==> src/rtl/pwm_pkg.sv <==
// pwm_pkg: constants and one-hot state encoding shared by the PWM output chain.
package pwm_pkg;
    localparam int CLOCK_FREQ   = 100_000_000;
    localparam int DT_WIDTH_DEF = 8;
    typedef enum logic [5:0] {
        ST_IDLE       = 6'b000001,
        ST_DEAD_TO_HS = 6'b000010,
        ST_HS_ON      = 6'b000100,
        ST_DEAD_TO_LS = 6'b001000,
        ST_LS_ON      = 6'b010000,
        ST_FAULT      = 6'b100000
    } dt_state_e;
    function automatic logic is_dead(input dt_state_e s);
        return s == ST_DEAD_TO_HS || s == ST_DEAD_TO_LS;
    endfunction
endpackage

==> src/rtl/pwm_dt_counter.sv <==
// pwm_dt_counter: dead-time down counter with load and terminal count at 1.
module pwm_dt_counter
    import pwm_pkg::*;
#(
    parameter int DT_WIDTH = DT_WIDTH_DEF
) (
    input  logic                clk,
    input  logic                reset,
    input  logic                i_load,
    input  logic [DT_WIDTH-1:0] i_load_val,
    input  logic                i_dec,
    output logic                o_tc
);
    logic [DT_WIDTH-1:0] r_cnt;
    always_ff @(posedge clk) begin
        if (reset)
            r_cnt <= '0;
        else if (i_load)
            r_cnt <= i_load_val;
        else if (i_dec && r_cnt != '0)
            r_cnt <= r_cnt - 1'b1;
    end
    assign o_tc = r_cnt == DT_WIDTH'(1);
endmodule

==> src/rtl/pwm_deadtime.sv <==
// pwm_deadtime: complementary high/low gate drive with dead time and latched fault trip.
module pwm_deadtime
    import pwm_pkg::*;
#(
    parameter int DT_WIDTH = DT_WIDTH_DEF
) (
    input  logic                clk,
    input  logic                reset,
    input  logic                pwm_in,
    input  logic                enable,
    input  logic [DT_WIDTH-1:0] dead_cycles,
    input  logic                fault_in,
    input  logic                fault_clr,
    output logic                hs_out,
    output logic                ls_out,
    output logic                fault_latched
);
    dt_state_e r_state;
    logic      r_pwm_q;
    logic      w_tc;
    logic      w_dt_zero;
    logic      w_load;
    assign w_dt_zero = dead_cycles == '0;
    // counter loads on exactly the edges where the FSM enters a dead state
    assign w_load = !reset && !fault_in && enable && !w_dt_zero &&
                    (r_state == ST_IDLE ||
                     (r_state == ST_HS_ON && !r_pwm_q) ||
                     (r_state == ST_LS_ON && r_pwm_q));
    pwm_dt_counter #(.DT_WIDTH(DT_WIDTH)) u_cnt (
        .clk        (clk),
        .reset      (reset),
        .i_load     (w_load),
        .i_load_val (dead_cycles),
        .i_dec      (is_dead(r_state)),
        .o_tc       (w_tc)
    );
    always_ff @(posedge clk) begin
        if (reset) begin
            r_state <= ST_IDLE;
            r_pwm_q <= 1'b0;
        end else begin
            r_pwm_q <= pwm_in;
            if (fault_in)
                r_state <= ST_FAULT;
            else if (r_state == ST_FAULT)
                r_state <= fault_clr ? ST_IDLE : ST_FAULT;
            else if (!enable)
                r_state <= ST_IDLE;
            else begin
                case (r_state)
                    ST_IDLE:
                        r_state <= r_pwm_q ? (w_dt_zero ? ST_HS_ON : ST_DEAD_TO_HS)
                                           : (w_dt_zero ? ST_LS_ON : ST_DEAD_TO_LS);
                    // a pulse that ends inside the dead time returns without waiting
                    ST_DEAD_TO_HS:
                        r_state <= !r_pwm_q ? ST_LS_ON : (w_tc ? ST_HS_ON : ST_DEAD_TO_HS);
                    ST_HS_ON:
                        r_state <= r_pwm_q ? ST_HS_ON : (w_dt_zero ? ST_LS_ON : ST_DEAD_TO_LS);
                    ST_DEAD_TO_LS:
                        r_state <= r_pwm_q ? ST_HS_ON : (w_tc ? ST_LS_ON : ST_DEAD_TO_LS);
                    ST_LS_ON:
                        r_state <= !r_pwm_q ? ST_LS_ON : (w_dt_zero ? ST_HS_ON : ST_DEAD_TO_HS);
                    default:
                        r_state <= ST_IDLE;
                endcase
            end
        end
    end
    assign hs_out        = r_state == ST_HS_ON;
    assign ls_out        = r_state == ST_LS_ON;
    assign fault_latched = r_state == ST_FAULT;
endmodule
==> config.mk <==
export PLATFORM = sky130hd
export DESIGN_NAME = pwm_deadtime
export DESIGN_NICKNAME = d
export VERILOG_FILES = /design/src/rtl/pwm_pkg.sv /design/src/rtl/pwm_dt_counter.sv /design/src/rtl/pwm_deadtime.sv
export SDC_FILE = /design/constraint.sdc
export NUM_CORES = 1
export LEC_CHECK = 0
export ABC_CLOCK_PERIOD_IN_PS = 2000
export BUFFER_PORTS_ARGS = -buffer_cell sky130_fd_sc_hd__buf_2
export CAP_MARGIN = 20
export CORE_UTILIZATION = 59
export CTS_BUF_LIST = sky130_fd_sc_hd__clkbuf_8
export DETAILED_ROUTE_END_ITERATION = 6
export PLACE_DENSITY_LB_ADDON = 0.25
export SLEW_MARGIN = 20
export SYNTH_ARGS = -nofsm -noshare
export SYNTH_HDL_FRONTEND = slang
export SYNTH_SLANG_ARGS = --single-unit
==> constraint.sdc <==
create_clock -name clk -period 2 [get_ports clk]
set_input_delay 0.4 -clock clk [delete_from_list [all_inputs] [get_ports clk]]
set_output_delay 0.4 -clock clk [all_outputs]
set_load 0.005 [all_outputs]
==> results.yml, run 1 <==
finish:
  fillers: 170
  stdcell_count: 203
  final_cell_area_um2: 1460
  drive_gt1_share_pct: 27.8
  area_growth_pct: 18.1
  final_nets: 193
  diodes: 0
timing:
  maxSlewViolCount: 0
  period_share_pct: 96.5
  max_slew_margin_pct: 65.1
  fin_skew_ps: 3.33
  layout_min_cycle_time_ps: 1930
  max_freq_mhz: 518
  worstMarginPinSlew_ps: 522
  rsz0062_at_grt: "no"
  final-setup-viol-count: 0
  finalHoldViolCount: 0
routing:
  routed_wl_um: 3510
  vias: 1366
  drtPass1Iterations: 4
  ant_nets: 0
  drtIter0Drc: 55
  avgViaCountPerCell: 6.73
  route.detailed.drc: 0
  wl_per_cell_um: 17.3
placed_design:
  place_area_um2: 1400
  hpwlAfterDp_um: 2450
  numPortBuffers: 16
  gp_congestion: 0.937
  dp_cells: 199
power:
  powerDensity_nw_per_um2: 508
  power.leakage_nw: 0.575
  vdd_ir_drop_max_mv: 0.525
clock_network:
  htree_levels: 1
  path_clk_slew_ps: 70
  tritoncts: "built"
  clock_latency_ps: 250
  cts_root_buf: "clkbuf_8"
  cts_buffer_depth: 2
  cts_hold_buf: 0
  cts.sinks: 15
  numCtsBuffers: 3
setup_path:
  crit_family: "simple AND/OR/NAND/NOR gates"
  cp.required_ps: 1600
  cp_slowest_stage_delay_ps: 550
  crit_fanout: 9
  r2r_start: "r_state[1]"
  worstPathArrival_ps: 1530
  cpMaxStageDelayCell: "or4_4"
  worst_setup_path_start_kind: "flip-flop"
  crit_start: "r_state[1]"
  crit_type: "reg2out"
  crit_path_end_kind: "output pin"
  path_cells: "or4_4 -> nor3b_2 -> buf_2"
  ff2ff_setup_slack_ps: 90
  path_buf_inv: 1
global_route:
  grt.total_usage_pct: 33.7
  grt_pass1_wl_um: 5280
  antenna_found_initial: 0
  grt_max_degree: 15
  grt_pass1_vias: 1168
  grt-ovfl-total: 0
min_path:
  min_path_type: "in2reg"
  hp-start: "pwm_in"
synthesis:
  synth_seq_area_share_pct: 24.3
  syn_inst: 149
  synth_edf_count: 0
  synth_ff_type: "dfxtp_1"
  ys_warn_count: 0
  synth-seq-cells: 15
  syn_area_um2: 1230
  synthDistinctLibCells: 49
  async_flop_share_pct: 0
  synth.avg_cell_area_um2: 8.29
  synth_nets: 165
status:
  status: "finished, final reports clean"
floorplanning:
  rows: 16
  ios: 17
  start_util_pct: 62.9
  die_h_um: 47.8
  dieWidth_um: 47.8
  dieArea_um2: 2280
  core_um2: 1960
flow_run:
  drv_cap: 0
## final cells by class
class / instances / area [um2] / area share, %
clock inverters: 1 / 3.75 / 0.257
repair buffers: 30 / 185 / 12.7
clock buffers: 3 / 41.3 / 2.83
well taps: 27 / 33.8 / 2.32
inverters: 6 / 22.5 / 1.54
flip-flops and latches: 15 / 302 / 20.7
multi-input cells: 121 / 871 / 59.7
## path summary, 6_finish.rpt
kind                         end  cells past startpoint
setup / recovery          ls_out                      3
hold / removal           r_pwm_q                      2
setup reg to reg  u_cnt.r_cnt[0]                      4
hold reg to reg   u_cnt.r_cnt[0]                      3
## stage by stage
step | power, W | setup TNS (ps) | hold slack [ps] | worst slack [ps] | util, %
2_1_floorplan | 0.000427 | 0 | 500 | 184 | -
3_3_place_gp | 0.000475 | 0 | 533 | 20.7 | 71.4
3_5_place_dp | 0.000482 | -24.4 | 546 | -24.4 | 71.4
4_1_cts | 0.000730 | 0 | 362 | 32.3 | 74.0
5_1_grt | 0.000764 | 0 | 382 | 19.4 | 74.4
6_report | 0.000741 | 0 | 356 | 70.7 | 74.4
## cell usage after synthesis (all sizes together), types with 4 or more instances
| library cell | instances | area [um2] |
|---|---|---|
| a21boi | 4 | 30.0 |
| a21oi | 6 | 33.8 |
| a31oi | 9 | 56.3 |
| and3 | 4 | 25.0 |
| buf | 6 | 48.8 |
| dfxtp | 15 | 300 |
| inv | 6 | 22.5 |
| nand2 | 4 | 15.0 |
| nand4 | 10 | 62.6 |
| nor2 | 6 | 22.5 |
| nor2b | 4 | 25.0 |
| nor4 | 6 | 43.8 |
| o21a | 4 | 30.0 |
| o21ai | 7 | 38.8 |
| o31ai | 6 | 45.0 |
| or4 | 4 | 33.8 |
| xor2 | 4 | 35.0 |
## state kept, by name (all words and copies together), names as in the netlist
signal       flops
r_pwm_q          1
u_cnt.r_cnt      8
r_state          6
## report_power, final
group / switching, W / internal [W] / total [W] / leakage [nW]
logic: 0.0000947 / 0.0000728 / 0.000167 / 0.425
registers: 0.0000106 / 0.000308 / 0.000318 / 0.123
clock network: 0.000119 / 0.000136 / 0.000256 / 0.0269
total: 0.000225 / 0.000517 / 0.000741 / 0.575
## worst reg2reg max path, stage by stage, from the launching register on
cell and delay (ps):
dfxtp_2 380, or4_1 610, o21a_1 330, o311ai_1 350, a31oi_1 120
## logic make-up after synthesis
family                     synth area share [%]
AOI/OAI and AO/OA                          31.0
xor gates and xnor gates                   3.55
adders and majority gates                  2.03
buffers and inverters                      6.08
DFF                                        24.3
and+or+nand+nor                            33.0
## layout by cell type (no fill, tap or decap), types with 5 or more instances in the layout
master,synthesis,final
buf_2,3,16
buf_4,0,14
dfxtp_1,15,14
nand4_1,10,10
a31oi_1,9,9
inv_1,6,7
o31ai_1,6,6
nor2_1,6,6
o21ai_0,6,6
a21oi_1,5,5
## per-layer routing
layer	vias to the layer above	GRT usage [%]	share of wire, %
li1	645	-	-
met1	632	45.8	43
met2	84	54.6	47
met3	5	4.91	9.4
met4	0	11.1	1.0
met5	-	0	0
## timing repair
item,in CTS,in global routing
buffers inserted,0,0
setup endpoints to repair,1,4
gates resized for setup,1,2
gates cloned,0,0
Note: power is estimated with default switching activity, not from simulation.
==> run 2, diff against run 1 <==
--- a/config.mk
+++ b/config.mk
@@ -8,10 +8,10 @@
 export ABC_CLOCK_PERIOD_IN_PS = 2000
 export BUFFER_PORTS_ARGS = -buffer_cell sky130_fd_sc_hd__buf_2
 export CAP_MARGIN = 20
-export CORE_UTILIZATION = 59
-export CTS_BUF_LIST = sky130_fd_sc_hd__clkbuf_8
+export CORE_UTILIZATION = 56
 export DETAILED_ROUTE_END_ITERATION = 6
 export PLACE_DENSITY_LB_ADDON = 0.25
+export RECOVER_POWER = 50
 export SLEW_MARGIN = 20
 export SYNTH_ARGS = -nofsm -noshare
 export SYNTH_HDL_FRONTEND = slang
==> run 2 against run 1 <==
  * Flip-flop and latch count unchanged
  * Utilization decreased by 2.9 points
  * Cell area decreased by 0.94%
  * First-iteration DRC count is 42% higher
  * Non-clock buffer count unchanged
  * Combinational power decreased by 2%
  * Hold slack worse by 37 ps
  * Register-to-register slack improved by 20 ps
  * Via count shrank 2.6%
==> results.yml, run 2 (synthesis gave the netlist of run 1 again) <==
setup_path:
  worst_setup_path_start_kind: "flip-flop"
  cp_slowest_stage_delay_ps: 570
  crit_path_end_kind: "output pin"
  cpMaxStageDelayCell: "or4_4"
  worstPathArrival_ps: 1560
  cp.required_ps: 1600
  path_buf_inv: 1
  crit_type: "reg2out"
  crit_family: "simple AND/OR/NAND/NOR gates"
  path_cells: "or4_4 -> nor3b_4 -> buf_2"
  crit_fanout: 3
floorplanning:
  core_um2: 2020
  ios: 17
  dieWidth_um: 49.0
  rows: 16
  dieArea_um2: 2400
  die_h_um: 49.0
  start_util_pct: 61.1
clock_network:
  cts_setup_buffers: 0
  tritoncts: "built"
  cts_buffer_depth: 2
  clock_latency_ps: 290
  cts.sinks: 15
  htree_levels: 1
  cts_hold_buf: 0
  cts_root_buf: "clkbuf_4"
  numCtsBuffers: 3
  path_clk_slew_ps: 90
timing:
  final-setup-viol-count: 0
  rsz0062_at_grt: "yes"
  finalHoldViolCount: 0
  maxSlewViolCount: 0
  max_freq_mhz: 510
  max_slew_margin_pct: 62.6
  period_share_pct: 98.1
  worstMarginPinSlew_ps: 561
  layout_setup_ws_ps: 38.1
  fin_skew_ps: 7.44
  layout_min_cycle_time_ps: 1960
power:
  combPwrFrac_pct: 24.5
  vdd_ir_drop_max_mv: 0.444
  powerDensity_nw_per_um2: 460
  intPower_w: 0.000457
  p_sw_share_pct: 31.3
  seqPwrFrac_pct: 47.8
  clkPwrFrac_pct: 27.7
  power.leakage_nw: 0.564
  power_w: 0.000665
  p_switching_w: 0.000208
finish:
  final_nets: 193
  top_register: "u_cnt.r_cnt"
  final_cell_area_um2: 1450
  multi_input_area_um2: 878
  final_cell_mix: "buf_2, buf_4, dfxtp_1"
  final_common_cell: "buf_2"
  drive_gt1_share_pct: 27.8
  fillers: 152
  area_growth_pct: 17.0
  reg_top3: "u_cnt.r_cnt x8, r_state x6, r_pwm_q x1"
  largest_reg_flops: 8
  diodes: 0
  seqCellArea_um2: 303
status:
  status: "finished, final reports clean"
placed_design:
  hpwlAfterDp_um: 2490
  place_worst_setup_slack_ps: -36.3
  place_area_um2: 1400
  gp_congestion: 0.869
  numPortBuffers: 16
global_route:
  antenna_found_initial: 0
  grt_pass1_vias: 1240
  grt.total_usage_pct: 30.8
  grt_pass1_wl_um: 5710
  grt-ovfl-total: 0
  grt_max_degree: 15
routing:
  routed_wl_um: 3340
  drtIter0Drc: 78
  route.detailed.drc: 0
  drtPass1Iterations: 4
  wl_per_cell_um: 16.4
  avgViaCountPerCell: 6.56
  vias: 1331
  ant_nets: 0
min_path:
  min_path_type: "in2reg"
flow_run:
  drv_cap: 0
## run 2: area by class of cell
cell class | instances | area share (%)
Timing Repair Buffer | 30 | 12.6
Sequential cell | 15 | 21.0
Multi-Input combinational cell | 121 | 60.8
Clock buffer | 4 | 1.82
Inverter | 6 | 1.56
Tap cell | 27 | 2.34
## run 2: power groups by stage
stage	sequential [W]	clock, W	combinational [W]
2_1_floorplan	0.000321	0	0.000106
4_1_cts	0.000317	0.000183	0.000159
3_3_place_gp	0.000323	0	0.000152
5_1_grt	0.000319	0.000202	0.000177
6_report	0.000318	0.000184	0.000163
3_5_place_dp	0.000324	0	0.000157
## run 2: stage by stage
step	hold slack (ps)	setup TNS [ps]	instances	util, %
global placement	532	0	199	69.3
global route	321	-9.21	203	71.5
finish	318	0	203	71.5
floorplan	500	0	149	-
detailed placement	546	-44.3	199	69.3
CTS	331	0	203	70.9
## run 2: per-layer routing
layer | vias to the layer above | part of all wire (%) | global-route usage, %
li1 | 644 | - | -
met1 | 603 | 43 | 41.3
met2 | 73 | 45 | 46.8
met3 | 11 | 9.1 | 5.61
met4 | 0 | 2.7 | 15.7
met5 | - | 0 | 0
## run 2: final timing paths
path	cells after the start	slack, ps	endpoint	startpoint
min reg2reg	1	570	r_state[1]	r_pwm_q
min	2	320	r_pwm_q	pwm_in
max	3	40	ls_out	r_state[0]
max reg2reg	4	110	u_cnt.r_cnt[0]	r_state[1]
## run 2: worst reg2reg max path, stage by stage (launching register included)
cell	delay, ps
dfxtp_2	350
or4_1	610
o21a_1	330
o311ai_1	330
a31oi_1	140
## run 2: what timing repair did
action / 4_1_cts / 5_1_grt
resized for setup: 1 / 5
setup endpoints to repair: 1 / 3
pin swaps: 0 / 1
